`src/rtl/keypad_scan_zyq.sv`:
```
// rtl/keypad_scan_zyq.sv - matrix keypad scanner: per-scan debounce, single-key event, multi-key flag
// Optional auto-repeat of the held key when KEYPAD_REPEAT_EN is defined.
module keypad_scan_zyq #(
  parameter int ROWS         = 4,
  parameter int COLS         = 4,
  parameter int CODE_W       = 4,
  parameter int SCAN_DIV     = 1000,
  parameter int DEBOUNCE     = 4,
  parameter int REPEAT_DELAY = 50,
  parameter int REPEAT_RATE  = 10
) (
  input  logic              i_clk,
  input  logic              i_rst,
  input  logic [ROWS-1:0]   i_row_in,
  output logic [COLS-1:0]   o_col_out,
  output logic [CODE_W-1:0] o_key_code,
  output logic              o_key_valid,
  output logic              o_key_held,
  output logic              o_multi
);

  localparam int KEYS   = ROWS * COLS;
  localparam int TICK_W = $clog2(SCAN_DIV);
  localparam int COL_W  = $clog2(COLS);
  localparam int STAB_W = $clog2(DEBOUNCE + 1);

  if (KEYS > (1 << CODE_W) || SCAN_DIV < 3 || DEBOUNCE < 1 ||
      REPEAT_DELAY < 1 || REPEAT_RATE < 1) begin : g_bad_params
    $error("keypad_scan_zyq: illegal parameter combination");
  end

  typedef enum logic [1:0] {CLS_NONE, CLS_SINGLE, CLS_MULTI} cls_t;
  typedef enum logic {ST_IDLE, ST_PRESSED} state_t;

  logic [ROWS-1:0]   r_row_s1, r_row_s2;
  logic [TICK_W-1:0] r_tick;
  logic [COL_W-1:0]  r_col;
  logic [KEYS-1:0]   r_image;
  logic [KEYS-1:0]   w_image_next;
  logic              w_sample, w_scan_done;
  logic [1:0]        w_count;
  logic [CODE_W-1:0] w_code, w_key;
  cls_t              w_cls;
  logic              w_same, w_stable;
  logic [STAB_W-1:0] w_stab_next;

  state_t            r_state;
  cls_t              r_prev_cls;
  logic [CODE_W-1:0] r_prev_key;
  logic [STAB_W-1:0] r_stab;
  logic [CODE_W-1:0] r_key_code;
  logic              r_key_valid, r_key_held, r_multi;

  // Rows are asynchronous to the clock; 2-FF synchroniser, idle level is all-ones.
  always_ff @(posedge i_clk or posedge i_rst) begin
    if (i_rst) begin
      r_row_s1 <= '1;
      r_row_s2 <= '1;
    end else begin
      r_row_s1 <= i_row_in;
      r_row_s2 <= r_row_s1;
    end
  end

  assign w_sample    = (r_tick == TICK_W'(SCAN_DIV - 1));
  assign w_scan_done = w_sample && (r_col == COL_W'(COLS - 1));

  always_ff @(posedge i_clk or posedge i_rst) begin
    if (i_rst) begin
      r_tick  <= '0;
      r_col   <= '0;
      r_image <= '0;
    end else begin
      r_image <= w_image_next;
      if (w_sample) begin
        r_tick <= '0;
        r_col  <= (r_col == COL_W'(COLS - 1)) ? '0 : r_col + COL_W'(1);
      end else begin
        r_tick <= r_tick + TICK_W'(1);
      end
    end
  end

  always_comb begin
    for (int c = 0; c < COLS; c++) begin
      o_col_out[c] = (r_col != COL_W'(c));
    end
  end

  // Merge the column being sampled now so scan-done classifies the complete image.
  always_comb begin
    w_image_next = r_image;
    for (int r = 0; r < ROWS; r++) begin
      for (int c = 0; c < COLS; c++) begin
        if (w_sample && (r_col == COL_W'(c))) begin
          w_image_next[r*COLS + c] = ~r_row_s2[r];
        end
      end
    end
  end

  always_comb begin
    w_count = 2'd0;
    w_code  = '0;
    for (int k = 0; k < KEYS; k++) begin
      if (w_image_next[k]) begin
        if (w_count != 2'd2) begin
          w_count = w_count + 2'd1;
        end
        w_code = CODE_W'(k);
      end
    end
  end

  always_comb begin
    case (w_count)
      2'd0:    w_cls = CLS_NONE;
      2'd1:    w_cls = CLS_SINGLE;
      default: w_cls = CLS_MULTI;
    endcase
  end

  // Key field is zeroed unless SINGLE so one equality compares the whole classification.
  assign w_key       = (w_count == 2'd1) ? w_code : '0;
  assign w_same      = (w_cls == r_prev_cls) && (w_key == r_prev_key);
  assign w_stab_next = !w_same ? STAB_W'(1) :
                       (r_stab == STAB_W'(DEBOUNCE)) ? r_stab : r_stab + STAB_W'(1);
  assign w_stable    = (w_stab_next == STAB_W'(DEBOUNCE));

`ifdef KEYPAD_REPEAT_EN
  localparam int REP_MAX = (REPEAT_DELAY > REPEAT_RATE) ? REPEAT_DELAY : REPEAT_RATE;
  localparam int REP_W   = $clog2(REP_MAX + 1);

  logic [REP_W-1:0] r_rep;
  logic             r_rep_first;
  logic [REP_W-1:0] w_rep_next;
  logic [REP_W-1:0] w_rep_target;

  assign w_rep_next   = r_rep + REP_W'(1);
  assign w_rep_target = r_rep_first ? REP_W'(REPEAT_DELAY) : REP_W'(REPEAT_RATE);
`endif

  always_ff @(posedge i_clk or posedge i_rst) begin
    if (i_rst) begin
      r_state     <= ST_IDLE;
      r_prev_cls  <= CLS_NONE;
      r_prev_key  <= '0;
      r_stab      <= '0;
      r_key_code  <= '0;
      r_key_valid <= 1'b0;
      r_key_held  <= 1'b0;
      r_multi     <= 1'b0;
`ifdef KEYPAD_REPEAT_EN
      r_rep       <= '0;
      r_rep_first <= 1'b1;
`endif
    end else begin
      r_key_valid <= 1'b0;
      if (w_scan_done) begin
        r_multi    <= (w_cls == CLS_MULTI);
        r_stab     <= w_stab_next;
        r_prev_cls <= w_cls;
        r_prev_key <= w_key;
        case (r_state)
          ST_IDLE: begin
            if (w_stable && (w_cls == CLS_SINGLE)) begin
              r_state     <= ST_PRESSED;
              r_key_code  <= w_key;
              r_key_valid <= 1'b1;
              r_key_held  <= 1'b1;
`ifdef KEYPAD_REPEAT_EN
              r_rep       <= '0;
              r_rep_first <= 1'b1;
`endif
            end
          end
          ST_PRESSED: begin
            if (w_stable && (w_cls == CLS_NONE)) begin
              r_state    <= ST_IDLE;
              r_key_held <= 1'b0;
            end
`ifdef KEYPAD_REPEAT_EN
            // Any scan that is not the committed key held stable restarts the repeat delay.
            else if (w_stable && (w_cls == CLS_SINGLE) && (w_key == r_key_code)) begin
              if (w_rep_next == w_rep_target) begin
                r_key_valid <= 1'b1;
                r_rep       <= '0;
                r_rep_first <= 1'b0;
              end else begin
                r_rep <= w_rep_next;
              end
            end else begin
              r_rep       <= '0;
              r_rep_first <= 1'b1;
            end
`endif
          end
          default: r_state <= ST_IDLE;
        endcase
      end
    end
  end

  assign o_key_code  = r_key_code;
  assign o_key_valid = r_key_valid;
  assign o_key_held  = r_key_held;
  assign o_multi     = r_multi;

endmodule

```
`config.mk`:
```
export PLATFORM = sky130hd
export DESIGN_NAME = keypad_scan_zyq
export DESIGN_NICKNAME = d
export VERILOG_FILES = /design/src/rtl/keypad_scan_zyq.sv
export SDC_FILE = /design/constraint.sdc
export NUM_CORES = 1
export LEC_CHECK = 0
export ABC_AREA = 1
export CAP_MARGIN = 20
export CORE_UTILIZATION = 35
export CTS_CLUSTER_DIAMETER = 30
export DETAILED_ROUTE_END_ITERATION = 6
export SLEW_MARGIN = 30
export SYNTH_ARGS = -nofsm -noshare
export SYNTH_HDL_FRONTEND = slang
export SYNTH_SLANG_ARGS = --single-unit
```
`constraint.sdc`:
```
create_clock -name i_clk -period 6 [get_ports i_clk]
set_input_delay 1.2 -clock i_clk [delete_from_list [all_inputs] [get_ports i_clk]]
set_output_delay 1.2 -clock i_clk [all_outputs]
set_load 0.01 [all_outputs]
```
==> metrics <==
status=complete, but fails checks; failing checks=setup timing; fin. max-slew vios=0; Filler cells=1013; antenna viol nets, final=0; final worst-path cycle share=109%; Layout area overhead=45.6%; Synth Area in Simple Gates=44.6%; clock slew seen by the registers of the worst setup and hold paths=100 ps; first-pass GRT wire length=15900 um; layout cells sized above 1=45.0%; WS Path Type=register to register; Leak Pwr=2.80 nW; Synth cell types=37; Via density=4.85; Critical Path Most Common Cell=nand2_4; Skew-Pair Late Insertion Delay=310 ps; DR iter-0 viols=122; reg2reg path depth=55; Synth Flop Type=dfrtp_1; Worst Hold Path Cells=0; diode count=0; syn avg cell area=7.04 um^2; Die Width=108 um; Crit. End Element=register; largest net degree at the start of global routing=53; adder-cell share of the synthesized area=4.12%; Reg power frac=58.7%; Worst setup SP type=register; cell-internal power=0.482 mW; Port Buf Inserts=16; clock network power share=39.6%; Ports=17; Placed Area=0.00487 mm^2; Detailed Routing Iterations Pass 1=4; Net Switching=0.128 mW; Yosys reg bits=52; Synth area leader=dfrtp_1; critical path startpoint=r_tick[1]; switching share of power=21.0%; post-synthesis cell area=0.00394 mm^2; Residual DRC=0; final setup fails=11; Die Y=108 um; Hold Crit Class=register to register; Wirelength per Cell=12.3 um; Fin Clk Skew=11.1 ps; FF-to-FF Start=r_tick[1]; post-place setup slack=-433 ps; vias in the first global route=3696; total CTS buffers=5; NumNets Final=683; number of cell rows=38; Max Cap Violations=0; final wirelength=9880 um; post-synthesis mux area share=0%; critical path arrival=6740 ps; Hold Fails Final Rpt=0; max incr delay on CP=410 ps; GPL Wtd Cong=0.822; DP HPWL=6910 um; power per cell area=106 mW/mm^2; Root Buffer=clkbuf_8; required time worst endpoint=6200 ps; Post-synth EDFFs=0; min-delay src=r_row_s1[0]; Initial Util=36.2%; post-synth net total=579; TritonCTS clock tree=yes; CP max FO=8; min Tclk post-route=6540 ps; unrepaired setup endpoints after global routing=yes; H-tree levels=2; Critical-path top delay cell=dfrtp_1; post-route cell area=0.00574 mm^2; Clock Path Buffers=2; peak supply drop=0.0937 mV; synthesized instance count=560; Worst Tran Pin Value=658 ps; GRT Resource Usage Total=16.5%; largest family of logic cells by synthesized area=simple AND/OR/NAND/NOR gates; YS warnings=0; PnR worst setup slack=-535 ps; Synth Area in Compound Gates=9.11%; Clock Sinks=52; die area=0.0117 mm^2; Synth async-reset ratio=100%; top cells by area, synth=dfrtp_1, nand2_1, nand3_1; total number of vias=3906; r2r setup slk=-540 ps; Slew headroom=55.7%; Synth Area in XOR/XNOR=0.666%; FMAX=153 MHz; post-synth top area share=27.9%; initial antenna violation count=0; post-synthesis sequential area ratio=33.2%; grt ovf=0; logic gate share of total power=1.7%; core area=0.0109 mm^2
[layout make-up]
| type | instances | area [um^2] | share of cell area [%] |
|---|---|---|---|
| Multi-Input combinational cell | 425 | 2990 | 52.1 |
| Inverter | 80 | 313 | 5.45 |
| Sequential cell | 52 | 1310 | 22.8 |
| Clock inverter | 3 | 42.5 | 0.741 |
| Clock buffer | 5 | 68.8 | 1.20 |
| Tap cell | 140 | 175 | 3.05 |
| Timing Repair Buffer | 100 | 841 | 14.6 |
[per-stage QoR]
step / total power, mW / util (%) / setup TNS [ps] / instances / hold WS, ps
final: 0.610 / 52.7 / -4840 / 805 / 359
after global routing: 0.636 / 52.7 / -11250 / 805 / 366
after CTS: 0.620 / 48.3 / -2660 / 795 / 361
after detailed placement: 0.376 / 44.7 / -3430 / 774 / 347
after global placement: 0.376 / 44.7 / -2290 / 774 / 345
after floorplan: 0.370 / - / -296 / 560 / 345
[cells in the mapped netlist, drive strengths merged (2+ instances only)]
cell type / count
nand3: 79
buf: 3
dfstp: 8
a31oi: 2
ha: 13
nor2: 50
a21oi: 22
nor4: 2
nand4: 15
inv: 79
xor2: 3
o21ai: 34
nor3: 3
or2: 2
dfrtp: 44
nand2: 196
[power by group through the flow]
stage               combinational [mW]  clock (mW)  sequential, mW
detailed placement              0.0113           0           0.365
global route                    0.0123       0.265           0.359
finish                          0.0106       0.242           0.358
CTS                             0.0113       0.251           0.358
floorplan                      0.00538           0           0.364
global placement                0.0109           0           0.365
[worst paths after layout]
path / endpoint
max in group asynchronous: r_prev_cls[0]
min in group asynchronous: r_tick[5]
worst max-delay path: o_key_held
worst max register to register: o_key_held
worst min-delay path: r_row_s2[0]
worst min register to register: r_row_s2[0]
[cells in the final DEF (no fill, tap or decap), types with 5 or more instances in the layout]
master and n:
nand2_1 97, buf_4 73, inv_1 62, nand2_2 62
dfrtp_1 44, nand3_1 43, nand2_4 36, nor2_1 34
nand3_2 25, a21oi_1 17, clkdlybuf4s50_1 16, inv_2 13
o21ai_0 12, nand4_1 12, nand3_4 11, o21ai_2 10
buf_6 10, ha_1 9, o21ai_1 8, nor2_2 8
dfstp_2 8, nor2_4 5, inv_4 5, clkbuf_8 5
[critical path, delay by kind of cell (launching register included)]
kind / cells / cell delay (ps)
AOI/OAI and AO/OA: 4 / 600
and+or+nand+nor: 40 / 4020
adders and majority gates: 3 / 680
DFF: 1 / 410
buffers and inverters: 8 / 710
[routing by layer]
layer | track usage, % | vias up | wire [um] | share of wire (%)
met4 | 3.42 | 0 | 68 | 0.69
met1 | 20.8 | 1843 | 4460 | 45
met2 | 30.0 | 37 | 5200 | 53
met5 | 0 | - | 0 | 0
li1 | - | 2018 | - | -
met3 | 1.87 | 8 | 151 | 1.5
[sequential cells by signal, indices dropped and copies added (netlist names)]
signal       count
r_tick          10
o_key_code       4
r_prev_cls       2
r_image         16
r_row_s1         4
r_prev_key       4
r_col            2
r_row_s2         4
r_state          1
o_key_held       1
o_key_valid      1
r_stab           3
[cells by family after synthesis]
| group | count (synthesis) |
|---|---|
| xor+xnor | 3 |
| fa+ha+maj | 13 |
| compound gates | 60 |
| simple gates | 349 |
| buf+inv | 83 |
| flops | 52 |
[timing repair]
| item | CTS | global route |
|---|---|---|
| pin swaps | 42 | 40 |
| gates resized for setup | 49 | 106 |
| buffers inserted | 13 | 11 |
| hold buffers | 0 | 0 |
| endpoints found under the setup margin | 10 | 16 |
(Power assumes the default switching activity.)
